--- src/rtl/up_arbiter_2to1.sv ---
// -----------------------------------------------------------------------------
// up_arbiter_2to1
//
// Purpose:
//   Shares one uP register-bus slave between two requesters (s0, s1).
//   The read and write channels are arbitrated independently. Each channel
//   runs a small IDLE -> REQ -> DONE sequencer with round-robin tie-breaking
//   and a watchdog that forces completion if the slave never acknowledges.
//
// Parameters:
//   ADDRESS_WIDTH  : uP address width
//   BUS_WIDTH      : data width in bytes
//   TIMEOUT_CYCLES : cycles spent in REQ before forced completion (0 = never)
//
// Ports:
//   clk, rst                 : clock, synchronous active-high reset
//   sN_up_rreq/raddr         : read request/address from requester N
//   sN_up_rack/rdata         : read acknowledge/data back to requester N
//   sN_up_wreq/waddr/wdata   : write request/address/data from requester N
//   sN_up_wack               : write acknowledge back to requester N
//   m_up_rreq/raddr          : read request/address to the slave
//   m_up_rack/rdata          : read acknowledge/data from the slave
//   m_up_wreq/waddr/wdata    : write request/address/data to the slave
//   m_up_wack                : write acknowledge from the slave
//   timeout                  : one-cycle pulse when a watchdog fires
// -----------------------------------------------------------------------------
module up_arbiter_2to1 #(
   parameter int ADDRESS_WIDTH  = 32,
   parameter int BUS_WIDTH      = 4,
   parameter int TIMEOUT_CYCLES = 256
) (
   input  logic                       clk,
   input  logic                       rst,

   input  logic                       s0_up_rreq,
   input  logic [ADDRESS_WIDTH-1:0]   s0_up_raddr,
   output logic                       s0_up_rack,
   output logic [BUS_WIDTH*8-1:0]     s0_up_rdata,
   input  logic                       s0_up_wreq,
   input  logic [ADDRESS_WIDTH-1:0]   s0_up_waddr,
   input  logic [BUS_WIDTH*8-1:0]     s0_up_wdata,
   output logic                       s0_up_wack,

   input  logic                       s1_up_rreq,
   input  logic [ADDRESS_WIDTH-1:0]   s1_up_raddr,
   output logic                       s1_up_rack,
   output logic [BUS_WIDTH*8-1:0]     s1_up_rdata,
   input  logic                       s1_up_wreq,
   input  logic [ADDRESS_WIDTH-1:0]   s1_up_waddr,
   input  logic [BUS_WIDTH*8-1:0]     s1_up_wdata,
   output logic                       s1_up_wack,

   output logic                       m_up_rreq,
   output logic [ADDRESS_WIDTH-1:0]   m_up_raddr,
   input  logic                       m_up_rack,
   input  logic [BUS_WIDTH*8-1:0]     m_up_rdata,
   output logic                       m_up_wreq,
   output logic [ADDRESS_WIDTH-1:0]   m_up_waddr,
   output logic [BUS_WIDTH*8-1:0]     m_up_wdata,
   input  logic                       m_up_wack,

   output logic                       timeout
);

   localparam int DATA_W = BUS_WIDTH * 8;

   // The counter only has to reach TIMEOUT_CYCLES-1.
   localparam int               CNT_W       = (TIMEOUT_CYCLES > 1) ? $clog2(TIMEOUT_CYCLES) : 1;
   localparam logic [CNT_W-1:0] CNT_LAST    = CNT_W'(TIMEOUT_CYCLES - 1);
   localparam bit               WATCHDOG_EN = (TIMEOUT_CYCLES != 0);

   typedef enum logic [1:0] {
      IDLE = 2'd0,
      REQ  = 2'd1,
      DONE = 2'd2
   } state_t;

   // Channel index 0 = read, 1 = write.
   logic [1:0] ch_req [2];
   logic [1:0] ch_ack [2];
   logic [1:0] ch_mack;
   logic [1:0] ch_mreq;
   logic [1:0] ch_load;
   logic [1:0] ch_sel;
   logic [1:0] ch_expired;

   assign ch_req[0] = {s1_up_rreq, s0_up_rreq};
   assign ch_req[1] = {s1_up_wreq, s0_up_wreq};
   assign ch_mack   = {m_up_wack, m_up_rack};

   // -------------------------------------------------------------------------
   // Per-channel sequencer. last_reg doubles as the owner of the transaction
   // in flight: it is updated on every grant and only read for routing in DONE.
   // -------------------------------------------------------------------------
   genvar gi;
   generate
      for (gi = 0; gi < 2; gi++) begin : g_ch
         state_t           state_reg,   state_next;
         logic             last_reg,    last_next;
         logic [CNT_W-1:0] cnt_reg,     cnt_next;
         logic             expired_reg, expired_next;
         logic             load;
         logic             sel;

         always_ff @(posedge clk) begin
            if (rst) begin
               state_reg   <= IDLE;
               last_reg    <= 1'b1;   // requester 0 wins the first tie
               cnt_reg     <= '0;
               expired_reg <= 1'b0;
            end else begin
               state_reg   <= state_next;
               last_reg    <= last_next;
               cnt_reg     <= cnt_next;
               expired_reg <= expired_next;
            end
         end

         always_comb begin
            state_next   = state_reg;
            last_next    = last_reg;
            cnt_next     = cnt_reg;
            expired_next = expired_reg;
            load         = 1'b0;
            sel          = last_reg;

            case (state_reg)
               IDLE: begin
                  if (ch_req[gi] != 2'b00) begin
                     // Tie goes to whoever was not served last.
                     sel          = (ch_req[gi] == 2'b11) ? ~last_reg : ch_req[gi][1];
                     load         = 1'b1;
                     last_next    = sel;
                     cnt_next     = '0;
                     expired_next = 1'b0;
                     state_next   = REQ;
                  end
               end
               REQ: begin
                  cnt_next = cnt_reg + CNT_W'(1);
                  // A real acknowledge wins over a watchdog expiry in the same cycle.
                  if (ch_mack[gi]) begin
                     state_next = DONE;
                  end else if (WATCHDOG_EN && (cnt_reg == CNT_LAST)) begin
                     expired_next = 1'b1;
                     state_next   = DONE;
                  end
               end
               DONE: begin
                  state_next = IDLE;
               end
               default: begin
                  state_next = IDLE;
               end
            endcase
         end

         assign ch_mreq[gi]    = (state_reg == REQ);
         assign ch_ack[gi]     = {(state_reg == DONE) &&  last_reg,
                                  (state_reg == DONE) && !last_reg};
         assign ch_expired[gi] = (state_reg == DONE) && expired_reg;
         assign ch_load[gi]    = load;
         assign ch_sel[gi]     = sel;
      end
   endgenerate

   // -------------------------------------------------------------------------
   // Datapath: slave-side address/data registers and captured read data.
   // The captured read data is cleared on grant so a watchdog completion
   // returns zero rather than a stale value.
   // -------------------------------------------------------------------------
   logic [ADDRESS_WIDTH-1:0] raddr_reg;
   logic [ADDRESS_WIDTH-1:0] waddr_reg;
   logic [DATA_W-1:0]        wdata_reg;
   logic [DATA_W-1:0]        rdata_reg;

   always_ff @(posedge clk) begin
      if (rst) begin
         raddr_reg <= '0;
         waddr_reg <= '0;
         wdata_reg <= '0;
         rdata_reg <= '0;
      end else begin
         if (ch_load[0]) begin
            raddr_reg <= ch_sel[0] ? s1_up_raddr : s0_up_raddr;
            rdata_reg <= '0;
         end else if (ch_mreq[0] && m_up_rack) begin
            rdata_reg <= m_up_rdata;
         end

         if (ch_load[1]) begin
            waddr_reg <= ch_sel[1] ? s1_up_waddr : s0_up_waddr;
            wdata_reg <= ch_sel[1] ? s1_up_wdata : s0_up_wdata;
         end
      end
   end

   assign m_up_rreq   = ch_mreq[0];
   assign m_up_raddr  = raddr_reg;
   assign m_up_wreq   = ch_mreq[1];
   assign m_up_waddr  = waddr_reg;
   assign m_up_wdata  = wdata_reg;

   assign s0_up_rack  = ch_ack[0][0];
   assign s1_up_rack  = ch_ack[0][1];
   assign s0_up_wack  = ch_ack[1][0];
   assign s1_up_wack  = ch_ack[1][1];

   // Read data is only presented to the requester currently being acknowledged.
   assign s0_up_rdata = ch_ack[0][0] ? rdata_reg : '0;
   assign s1_up_rdata = ch_ack[0][1] ? rdata_reg : '0;

   // Simultaneous expiry on both channels still forms a single pulse.
   assign timeout     = |ch_expired;

endmodule

--- config.mk ---
export PLATFORM = sky130hd
export DESIGN_NAME = up_arbiter_2to1
export DESIGN_NICKNAME = d
export VERILOG_FILES = /design/src/rtl/up_arbiter_2to1.sv
export SDC_FILE = /design/constraint.sdc
export NUM_CORES = 1
export LEC_CHECK = 0
export BUFFER_PORTS_ARGS = -buffer_cell sky130_fd_sc_hd__clkbuf_2
export CORE_AREA = 10 10 147 149
export DETAILED_ROUTE_END_ITERATION = 12
export DIE_AREA = 0 0 157 159
export GPL_ROUTABILITY_DRIVEN = 0
export PLACE_DENSITY_LB_ADDON = 0.08
export SKIP_CTS_REPAIR_TIMING = 1
export SLEW_MARGIN = 20
export SYNTH_ARGS = -nofsm -noshare
export SYNTH_HDL_FRONTEND = slang
export SYNTH_SLANG_ARGS = --single-unit
--- constraint.sdc ---
create_clock -name clk -period 1.7 [get_ports clk]
set_input_delay 0.51 -clock clk [delete_from_list [all_inputs] [get_ports clk]]
set_output_delay 0.51 -clock clk [all_outputs]
set_load 0.01 [all_outputs]
==> metrics <==
RSZ-0062 raised after global routing=true; Max Cap Violations=0; First-pass DRT Iterations=4; Comb pwr share=about a fifth; Buffers & Inverters on Critical Path=3; Crit path depth=5; Post-Syn Nets=910; Total Nets Final=between 1,000 and 1,500; clock share of power=38.6%; # H-tree levels=4; core area=18,600 sq um; Setup violations, final=69; pin count of the biggest net entering global routing=37; Vias=about 6,400; placed cell area=roughly 9100 sq um; vias in the first global route=6,555; CP Capture Type=output pin; CP Launch Type=register; antenna diode count=0; HP Class=in -> reg; final wirelength=roughly 24,000 microns; clk slew on worst S/H paths=roughly 60 ps; Sw Share=about 28%; Int Pwr=approximately 7.4 mW; synthesized area=6790 sq um; Yosys cell types=51; Max Root-Sink Buffers=2; Period minus WS final=2050 ps; Yosys warnings=0; post-route ant nets=0; Slew Viols, Final=0; critical path's top delay family=buffers and inverters; Yosys reg bits=~150; status=complete, but fails checks; Residual DRC=0; initial core utilization=a little over a third; Worst Path Arrival=1540 ps; Post-Syn Instances=approximately 680; Horiz. Die Dim=approximately 160 microns; Psw=2.87 mW; Die ar.=25,000 sq um; violated checks=negative setup slack; Area Overhead vs Synth=49.2%; VDD IR max=roughly 0.6 mV; CP cell instances=nor3b_4 > buf_6 > clkbuf_16 > and2_4 > buf_6; starting DRC count in detailed routing=approximately 240; Most used DFF post-synth=dfxtp_1; CTS tree=yes; cell row count=50; num ports=between 300 and 400; Slowest-stage cell, CP=dfxtp_4; root buffer cell=clkbuf_16; Power Density=approximately 1000 nW/um^2; drt via density=4.83; share of power burned in registers=about 40%; register area share after synthesis=between 40% and 50%; relative slew slack=~76%; Crit Path Class=reg -> out; hold depth=3; pre-CTS setup slack=-80.5 ps; wire per inst=roughly 18 microns; initial antenna violation count=0; Critical Path Fanout Max=8; Critical Path RT=1190 ps; worst skew pair latency=~400 ps; number of flops mapped to enable cells by yosys=0; CTS Buf Count=17; reg2reg path depth=7; final instance area=around 10,000 sq um; most used cell, CP=buf_6; max incr delay on CP=roughly 370 ps; HPWL after DPL=17,900 microns; fraction of layout cells with a size suffix above 1=48.4%; grt total ovfl=0; asr flop ratio synth=0%; Lkg Pwr=approximately 5 nW; final hold violation count=0; Worst-Margin Slew=364 ps; ratio of final minimum period to clock period=121%; first-pass GRT wire length=roughly 35,000 microns; clock skew=around 8.5 ps; DIE HEIGHT=159 microns; Sink Count=around 150; all-layer global routing usage=17.4%; f_max=approximately 490 MHz; final worst setup slack=-353 ps; IO buf count=a little under 400; syn_area_per_cell=10.0 sq um
==> cell usage in the layout, fill, tap and decap left out, types with 4 or more instances in the layout <==
cell	instances
and2_1	51
buf_4	27
inv_6	4
o2bb2ai_1	92
nand2_1	74
o2bb2ai_2	5
dfxtp_4	5
mux2_2	4
nor2_1	18
o21ai_0	8
nand3_1	4
a21oi_1	43
clkbuf_16	18
and2_4	14
buf_12	13
dfxtp_1	146
mux2i_1	96
buf_2	25
buf_6	22
clkbuf_2	354
==> kinds of logic (layout without fill, tap and decap cells) <==
kind of cell / Yosys count / count (layout) / synth area share (%)
DFF: 152 / 152 / 44.8
and+or+nand+nor: 198 / 201 / 15.2
adders and majority gates: 2 / 2 / 0.369
muxes: 100 / 100 / 14.8
buffers and inverters: 60 / 479 / 6.05
AOI/OAI and AO/OA: 164 / 164 / 18.7
==> metrics by stage <==
step	total power, mW	utilization, %	cells	setup TNS [ps]	hold slack [ps]
global placement	6.29	48.9	1283	-2260	445
detailed placement	6.30	48.9	1283	-3900	445
finish	10.3	54.5	1332	-20980	316
floorplan	5.39	-	676	0	440
global route	10.8	54.5	1332	-26290	308
CTS	10.3	52.2	1315	-27780	295
==> layer usage <==
metal / up-vias / wire length, microns / GRT usage (%)
met5: - / 0 / 0
met4: 0 / 295 / 4.81
met3: 17 / 1950 / 5.91
met2: 222 / 11900 / 30.2
met1: 2929 / 9550 / 19.6
li1: 3260 / - / -
==> cell usage after synthesis (3+ instances only) <==
library cell	number	area, sq um
buf_8	3	45.0
buf_6	15	169
or2_2	3	18.8
clkbuf_1	16	60.1
nor3b_1	4	30.0
and3_1	3	18.8
o21ai_0	8	40.0
o2bb2ai_1	92	806
o2bb2ai_2	5	75.1
dfxtp_1	152	3040
buf_4	3	22.5
nor2_1	20	75.1
and2_1	65	407
mux2_2	4	45.0
nand2_1	74	278
nand3_1	4	20.0
o21a_1	3	22.5
mux2i_1	96	961
buf_2	16	80.1
nor3_1	4	20.0
a21oi_1	43	215
nand3b_1	3	22.5
==> worst paths after layout <==
kind	startpoint	end	slack, ps
max	g_ch[0].last_reg$_SDFF_PP1_	s0_up_rdata[2]	-350
min	m_up_rdata[31]	rdata_reg[31]$_SDFFE_PP0P_	320
max reg2reg	g_ch[0].state_reg[0]$_SDFFE_PP0P_	m_up_raddr[16]$_SDFFE_PP0P_	0
min reg2reg	m_up_waddr[21]$_SDFFE_PP0P_	m_up_waddr[21]$_SDFFE_PP0P_	460
==> power groups by stage <==
stage                     Sequential, mW  Clock, mW  Combinational, mW
final                               4.10       3.97               2.20
after global routing                4.14       4.22               2.41
after CTS                           4.09       4.07               2.14
after detailed placement            4.15          0               2.14
after global placement              4.16          0               2.13
after floorplan                     4.27          0               1.13
==> final cells by class <==
type | instances | area [sq um]
inverters | 4 | 22.5
well taps | 234 | 293
fillers | 1744 | 8450
flip-flops and latches | 152 | 3060
repair buffers | 443 | 2650
multi-input cells | 467 | 3480
clock buffers | 20 | 457
clock inverters | 12 | 165
==> worst reg2reg max path: stages (launching register included) <==
cell,delay (ps)
dfxtp_4,380
buf_4,150
buf_6,110
or2_4,230
o22a_2,260
buf_12,190
mux2i_1,200
o2bb2ai_1,80
No activity file was read; power rests on OpenSTA's default activity.
